===== config.mk =====
export PLATFORM = sky130hd
export DESIGN_NAME = app_router
export DESIGN_NICKNAME = d
export VERILOG_FILES = /design/src/rtl/app_router_pkg.sv /design/src/rtl/app_router_chan_mux.sv /design/src/rtl/app_router.sv
export SDC_FILE = /design/constraint.sdc
export NUM_CORES = 1
export LEC_CHECK = 0
export CAP_MARGIN = 10
export CORE_ASPECT_RATIO = 0.7
export CORE_MARGIN = 1.5
export CORE_UTILIZATION = 39
export CTS_CLUSTER_SIZE = 14
export DETAILED_ROUTE_END_ITERATION = 12
export PLACE_DENSITY = 0.86
export SLEW_MARGIN = 30
export SYNTH_ARGS = -nofsm -noshare
export SYNTH_HDL_FRONTEND = slang
export SYNTH_SLANG_ARGS = --single-unit

===== constraint.sdc =====
create_clock -name clk -period 2.5 [get_ports clk]
set_input_delay 0.5 -clock clk [delete_from_list [all_inputs] [get_ports clk]]
set_output_delay 0.5 -clock clk [all_outputs]
set_load 0.01 [all_outputs]

===== src/rtl/app_router_pkg.sv =====
// Shared definitions for the application router: channel 0 identity, FSM states
// and the per-bus blank fill bits.
package app_router_pkg;

    localparam int unsigned APP_MENU = 0;

    typedef enum logic [1:0] {
        ST_LOCK  = 2'd0,
        ST_MENU  = 2'd1,
        ST_BLANK = 2'd2,
        ST_RUN   = 2'd3
    } state_t;

    // Fill bit replicated across each bus while blanked (7-seg is active-low)
    localparam logic BLANK_OLED = 1'b0;
    localparam logic BLANK_LED  = 1'b0;
    localparam logic BLANK_AN   = 1'b1;
    localparam logic BLANK_SEG  = 1'b1;

endpackage


===== src/rtl/app_router_chan_mux.sv =====
// Registered N-way selector on a flattened bus; forces a constant fill while
// blank is high or during reset.
module chan_mux #(
    parameter int unsigned N         = 2,
    parameter int unsigned W         = 8,
    parameter logic        BLANK_BIT = 1'b0,
    localparam int unsigned SW       = (N > 1) ? $clog2(N) : 1
) (
    input  logic           clk,
    input  logic           reset,
    input  logic           blank,
    input  logic [SW-1:0]  sel,
    input  logic [N*W-1:0] data,
    output logic [W-1:0]   out
);

    logic [W-1:0] picked;

    always_comb begin
        picked = {W{BLANK_BIT}};
        for (int unsigned k = 0; k < N; k++) begin
            if (32'(sel) == k) begin
                picked = data[k*W +: W];
            end
        end
    end

    always_ff @(posedge clk) begin
        if (reset || blank) begin
            out <= {W{BLANK_BIT}};
        end else begin
            out <= picked;
        end
    end

endmodule


===== src/rtl/app_router.sv =====
// Application switcher: passcode lock, menu/app state machine with a blanking
// window on every switch, one-hot app enables and registered board output mux.
module app_router
    import app_router_pkg::*;
#(
    parameter int unsigned NUM_APPS  = 4,
    parameter int unsigned OLED_W    = 16,
    parameter int unsigned LD_W      = 16,
    parameter int unsigned AN_W      = 4,
    parameter int unsigned SEG_W     = 8,
    parameter int unsigned BLANK_CYC = 4,
    parameter int unsigned IDLE_CYC  = 3000,
    localparam int unsigned SW       = $clog2(NUM_APPS + 1)
) (
    input  logic                         clk,
    input  logic                         reset,
    input  logic                         btn_sel,
    input  logic                         pw_ok,
    input  logic [SW-1:0]                menu_sel,
    input  logic [(NUM_APPS+1)*OLED_W-1:0] in_oled,
    input  logic [(NUM_APPS+1)*LD_W-1:0]   in_led,
    input  logic [(NUM_APPS+1)*AN_W-1:0]   in_an,
    input  logic [(NUM_APPS+1)*SEG_W-1:0]  in_seg,
    output logic [OLED_W-1:0]            oled_data,
    output logic [LD_W-1:0]              led,
    output logic [AN_W-1:0]              an,
    output logic [SEG_W-1:0]             seg,
    output logic [NUM_APPS:0]            app_en,
    output logic [SW-1:0]                cur_ch,
    output logic                         locked
);

    localparam int unsigned NCH = NUM_APPS + 1;
    localparam int unsigned BW  = (BLANK_CYC > 1) ? $clog2(BLANK_CYC) : 1;
    localparam int unsigned IW  = (IDLE_CYC > 1) ? $clog2(IDLE_CYC) : 1;
    localparam logic [BW-1:0] BLANK_LOAD = BW'(BLANK_CYC - 1);
    localparam logic [IW-1:0] IDLE_LAST  = IW'(IDLE_CYC - 1);

    state_t        state, state_n;
    logic [SW-1:0] cur_ch_n;
    logic [SW-1:0] target, target_n;
    logic [BW-1:0] blank_cnt, blank_cnt_n;
    logic [IW-1:0] idle_cnt, idle_cnt_n;
    logic          sel_valid;
    logic          blanking;

    assign sel_valid = (menu_sel != '0) && (32'(menu_sel) <= NUM_APPS);
    assign blanking  = (state == ST_BLANK);

    always_ff @(posedge clk) begin
        if (reset) begin
            state     <= ST_LOCK;
            cur_ch    <= SW'(APP_MENU);
            target    <= SW'(APP_MENU);
            blank_cnt <= '0;
            idle_cnt  <= '0;
        end else begin
            state     <= state_n;
            cur_ch    <= cur_ch_n;
            target    <= target_n;
            blank_cnt <= blank_cnt_n;
            idle_cnt  <= idle_cnt_n;
        end
    end

    always_comb begin
        state_n     = state;
        cur_ch_n    = cur_ch;
        target_n    = target;
        blank_cnt_n = blank_cnt;
        idle_cnt_n  = idle_cnt;
        case (state)
            ST_LOCK: begin
                if (pw_ok) begin
                    state_n    = ST_MENU;
                    cur_ch_n   = SW'(APP_MENU);
                    idle_cnt_n = '0;
                end
            end
            ST_MENU: begin
                // Any btn_sel counts as activity, even an out-of-range selection
                if (btn_sel) begin
                    idle_cnt_n = '0;
                    if (sel_valid) begin
                        state_n     = ST_BLANK;
                        target_n    = menu_sel;
                        blank_cnt_n = BLANK_LOAD;
                    end
                end else if ((IDLE_CYC != 0) && (idle_cnt == IDLE_LAST)) begin
                    state_n = ST_LOCK;
                end else begin
                    idle_cnt_n = idle_cnt + IW'(1);
                end
            end
            ST_BLANK: begin
                if (blank_cnt == '0) begin
                    if (target != SW'(APP_MENU)) begin
                        state_n  = ST_RUN;
                        cur_ch_n = target;
                    end else begin
                        state_n    = ST_MENU;
                        cur_ch_n   = SW'(APP_MENU);
                        idle_cnt_n = '0;
                    end
                end else begin
                    blank_cnt_n = blank_cnt - BW'(1);
                end
            end
            ST_RUN: begin
                if (btn_sel) begin
                    state_n     = ST_BLANK;
                    target_n    = SW'(APP_MENU);
                    blank_cnt_n = BLANK_LOAD;
                end
            end
            default: state_n = ST_LOCK;
        endcase
    end

    assign app_en = blanking ? '0 : (NCH'(1) << cur_ch);
    assign locked = (state == ST_LOCK);

    chan_mux #(.N(NCH), .W(OLED_W), .BLANK_BIT(BLANK_OLED)) u_mux_oled (
        .clk(clk), .reset(reset), .blank(blanking), .sel(cur_ch), .data(in_oled), .out(oled_data)
    );

    chan_mux #(.N(NCH), .W(LD_W), .BLANK_BIT(BLANK_LED)) u_mux_led (
        .clk(clk), .reset(reset), .blank(blanking), .sel(cur_ch), .data(in_led), .out(led)
    );

    chan_mux #(.N(NCH), .W(AN_W), .BLANK_BIT(BLANK_AN)) u_mux_an (
        .clk(clk), .reset(reset), .blank(blanking), .sel(cur_ch), .data(in_an), .out(an)
    );

    chan_mux #(.N(NCH), .W(SEG_W), .BLANK_BIT(BLANK_SEG)) u_mux_seg (
        .clk(clk), .reset(reset), .blank(blanking), .sel(cur_ch), .data(in_seg), .out(seg)
    );

endmodule

==> metrics.yaml <==
status:
  status: "finished, final reports clean"
yosys:
  synth_top_cell_area_share_pct: 32.8
  netlist_instances: 474
  synth-edff-count: 0
  syn_area_per_cell_um2: 8.50
  yosys_warnings: 0
  dominantRegCellSynth: "dfxtp_1"
  synth_top_cell_by_area: "dfxtp_1"
  netlist_area_mm2: 0.00403
  synth_cell_type_count: 53
  async_reset_ff_share_pct: 0
  synth_nets: 703
  ys_ff_latch: 66
  synthTopCellsByArea: "dfxtp_1, a21oi_1, mux2i_1"
  synth_seq_area_share_pct: 32.8
sta:
  fmaxAchievable_ghz: 0.418
  fin_crit_sh_pct: 95.7
  drv_slew: 0
  finalSetupViolations: 0
  worst_slew_pin_slew_ps: 555
  setup_tns_ps: 0
  clock_skew_ps: 7.06
  slew_headroom_pct: 63.0
  period_minus_slack_ps: 2390
  rsz0062_at_grt: "false"
  hold_viol_final: 0
final_layout:
  fin_area_mm2: 0.00730
  final_layout_size_suffix_gt1_share_pct: 8.59
  fillers: 692
  n_antenna_cell: 0
  syn_to_final_growth_pct: 81.1
  nNetsFinal: 969
drt:
  drt_iter0_drc: 284
  vias: 4990
  firstDrtPassIters: 5
  post_drt_wl_per_cell_um: 19.9
  post-route-drc-count: 0
  ant_nets: 0
  via_per_inst: 5.72
  drt-total-wl_um: 17400
power:
  peakVddDrop_v: 0.000476
  powerDensity_mw_per_mm2: 459
  cellLeakagePower_nw: 2.68
floorplanning:
  fp.dieW_um: 125
  io_pins: 280
  dieHeight_um: 88.1
  dieArea_mm2: 0.0110
  initial_core_util_pct: 40.8
  row_count: 30
  core_mm2: 0.00987
worst_setup_path:
  crit_type: "reg -> out"
  slowest_delay_ps: 580
  critical_path_arrival_ps: 1890
  worst_path_max_delay_cell: "dfxtp_2"
  reg2regPathDepth: 6
  critPathRequiredTime_ps: 2000
  timing.rr.start: "cur_ch[0]$_SDFFE_PP0P_"
  cp-end-kind: "output pin"
  r2r_end: "u_mux_oled.out[12]$_SDFF_PP0_"
  startpoint_type: "register"
  r2r_slack_ps: 500
  path_max_fanout: 20
  cp_cell_sequence: "nor3b_2 -> nor2b_1 -> clkdlybuf4s50_1"
cts:
  htreeDepth: 3
  cts_tree: "done"
  postCtsSetupRepairBufs: 0
  holdBufCountCts: 0
  cts_buffer_depth: 2
  clkTransAtPathRegs_ps: 60
  cts_inserted_buffers: 9
  clock-sinks: 66
  root_buffer: "clkbuf_16"
  cts_resized: 0
  clk_latency_ps: 330
global_routing:
  grtUsageTotal_pct: 30.1
  grt_pass1_vias: 4914
  grt_antenna_before_repair: 0
  grt_max_degree: 33
  grt_pass1_wl_um: 26100
  gr-total-overflow: 0
hold_path:
  hold_path_depth: 2
  min_path_type: "reg -> reg"
  holdPathEnd: "idle_cnt[6]$_SDFFE_PP0P_"
  hold_start: "idle_cnt[6]$_SDFFE_PP0P_"
placement:
  hpwl_um: 13300
  placed_cell_area_mm2: 0.00696
  gp_congestion: 0.923
  port_buffers: 279
run:
  max_cap_viol_count: 0
-- area by class of cell --
cell class                 count  area [um^2]  share of cell area [%]
timing repair buffer         300         2950                    40.4
multi-input combinational    358         2500                    34.3
sequential                    66         1330                    18.2
clock buffer                  10          250                    3.43
tap                          128          160                    2.19
clock inverter                 6         87.6                    1.20
inverter                       5         18.8                   0.257
-- sequential cells by signal (all words and copies together) (netlist names) --
signal	flops
u_mux_oled.out	16
blank_cnt	2
state	2
idle_cnt	12
u_mux_seg.out	8
u_mux_an.out	4
u_mux_led.out	16
target	3
cur_ch	3
-- layout by cell type (no fill, tap or decap), types with 8 or more instances in the layout --
cell	netlist	layout
o211a_1	14	14
a2bb2oi_1	14	14
mux2i_1	37	37
o22ai_1	12	12
nand2_1	14	14
clkbuf_16	0	10
nor2_1	9	8
buf_4	0	21
dfxtp_1	66	63
clkdlybuf4s50_1	0	279
o2bb2ai_1	18	18
mux2_2	13	13
o21ai_0	44	44
a21oi_1	77	77
nand2b_1	19	19
o22a_1	12	12
-- worst max-delay path: cells and delay by family (launching register included) --
family,cells,cell delay (ps)
DFF,1,580
and+or+nand+nor,2,400
buffers and inverters,1,570
-- how the worst max path moves through the flow --
| stage | from | endpoint | slack [ps] | cells past startpoint |
|---|---|---|---|---|
| 2_1_floorplan | cur_ch[0]$_SDFFE_PP0P_ | app_en[2] | 450 | 5 |
| 3_3_place_gp | btn_sel | idle_cnt[4]$_SDFFE_PP0P_ | 310 | 6 |
| 3_5_place_dp | btn_sel | idle_cnt[4]$_SDFFE_PP0P_ | 270 | 6 |
| 4_1_cts | cur_ch[1]$_SDFFE_PP0P_ | app_en[2] | 80 | 3 |
| 5_1_grt | cur_ch[1]$_SDFFE_PP0P_ | app_en[2] | 20 | 3 |
| 6_report | cur_ch[1]$_SDFFE_PP0P_ | app_en[2] | 110 | 3 |
-- synth_stat cells, drive strengths merged, types with 13 or more instances --
library cell  count
a21oi            77
clkbuf           28
o2bb2ai          18
nand2            14
o21ai            51
nand2b           19
buf              17
a2bb2oi          14
o211a            14
mux2i            37
dfxtp            66
mux2             13
-- cells by family after synthesis --
logic type | synth area share, %
AO/OA/AOI/OAI | 34.2
XOR/XNOR | 0.217
adder cells (fa/ha/maj) | 0.621
buffers and inverters | 5.28
flip-flops | 32.8
multiplexers | 12.8
AND/OR/NAND/NOR | 14.1
-- where the power goes --
group / switching (mW) / internal (mW) / leakage [nW]
sequential: 0.0266 / 1.11 / 0.546
combinational: 0.267 / 0.515 / 1.97
clock: 0.493 / 0.933 / 0.168
total: 0.787 / 2.56 / 2.68
-- layer usage --
metal	GRT usage, %	up-vias	wire, um	part of all wire (%)
met5	0	-	0	0
met4	9.51	0	378	2.2
met3	8.67	39	1320	7.6
met2	52.0	257	8700	50
met1	36.8	2365	6990	40
li1	-	2329	-	-
-- per-stage QoR --
stage | setup slack [ps] | hold slack (ps) | utilization (%) | instances | power, mW
2_1_floorplan | 448 | 452 | - | 474 | 1.40
3_3_place_gp | 312 | 464 | 70.5 | 857 | 1.92
3_5_place_dp | 275 | 494 | 70.5 | 857 | 1.93
4_1_cts | 80.5 | 501 | 73.9 | 873 | 3.36
5_1_grt | 19.4 | 514 | 73.9 | 873 | 3.47
6_report | 107 | 497 | 73.9 | 873 | 3.35
Note: power is estimated with default switching activity, not from simulation.
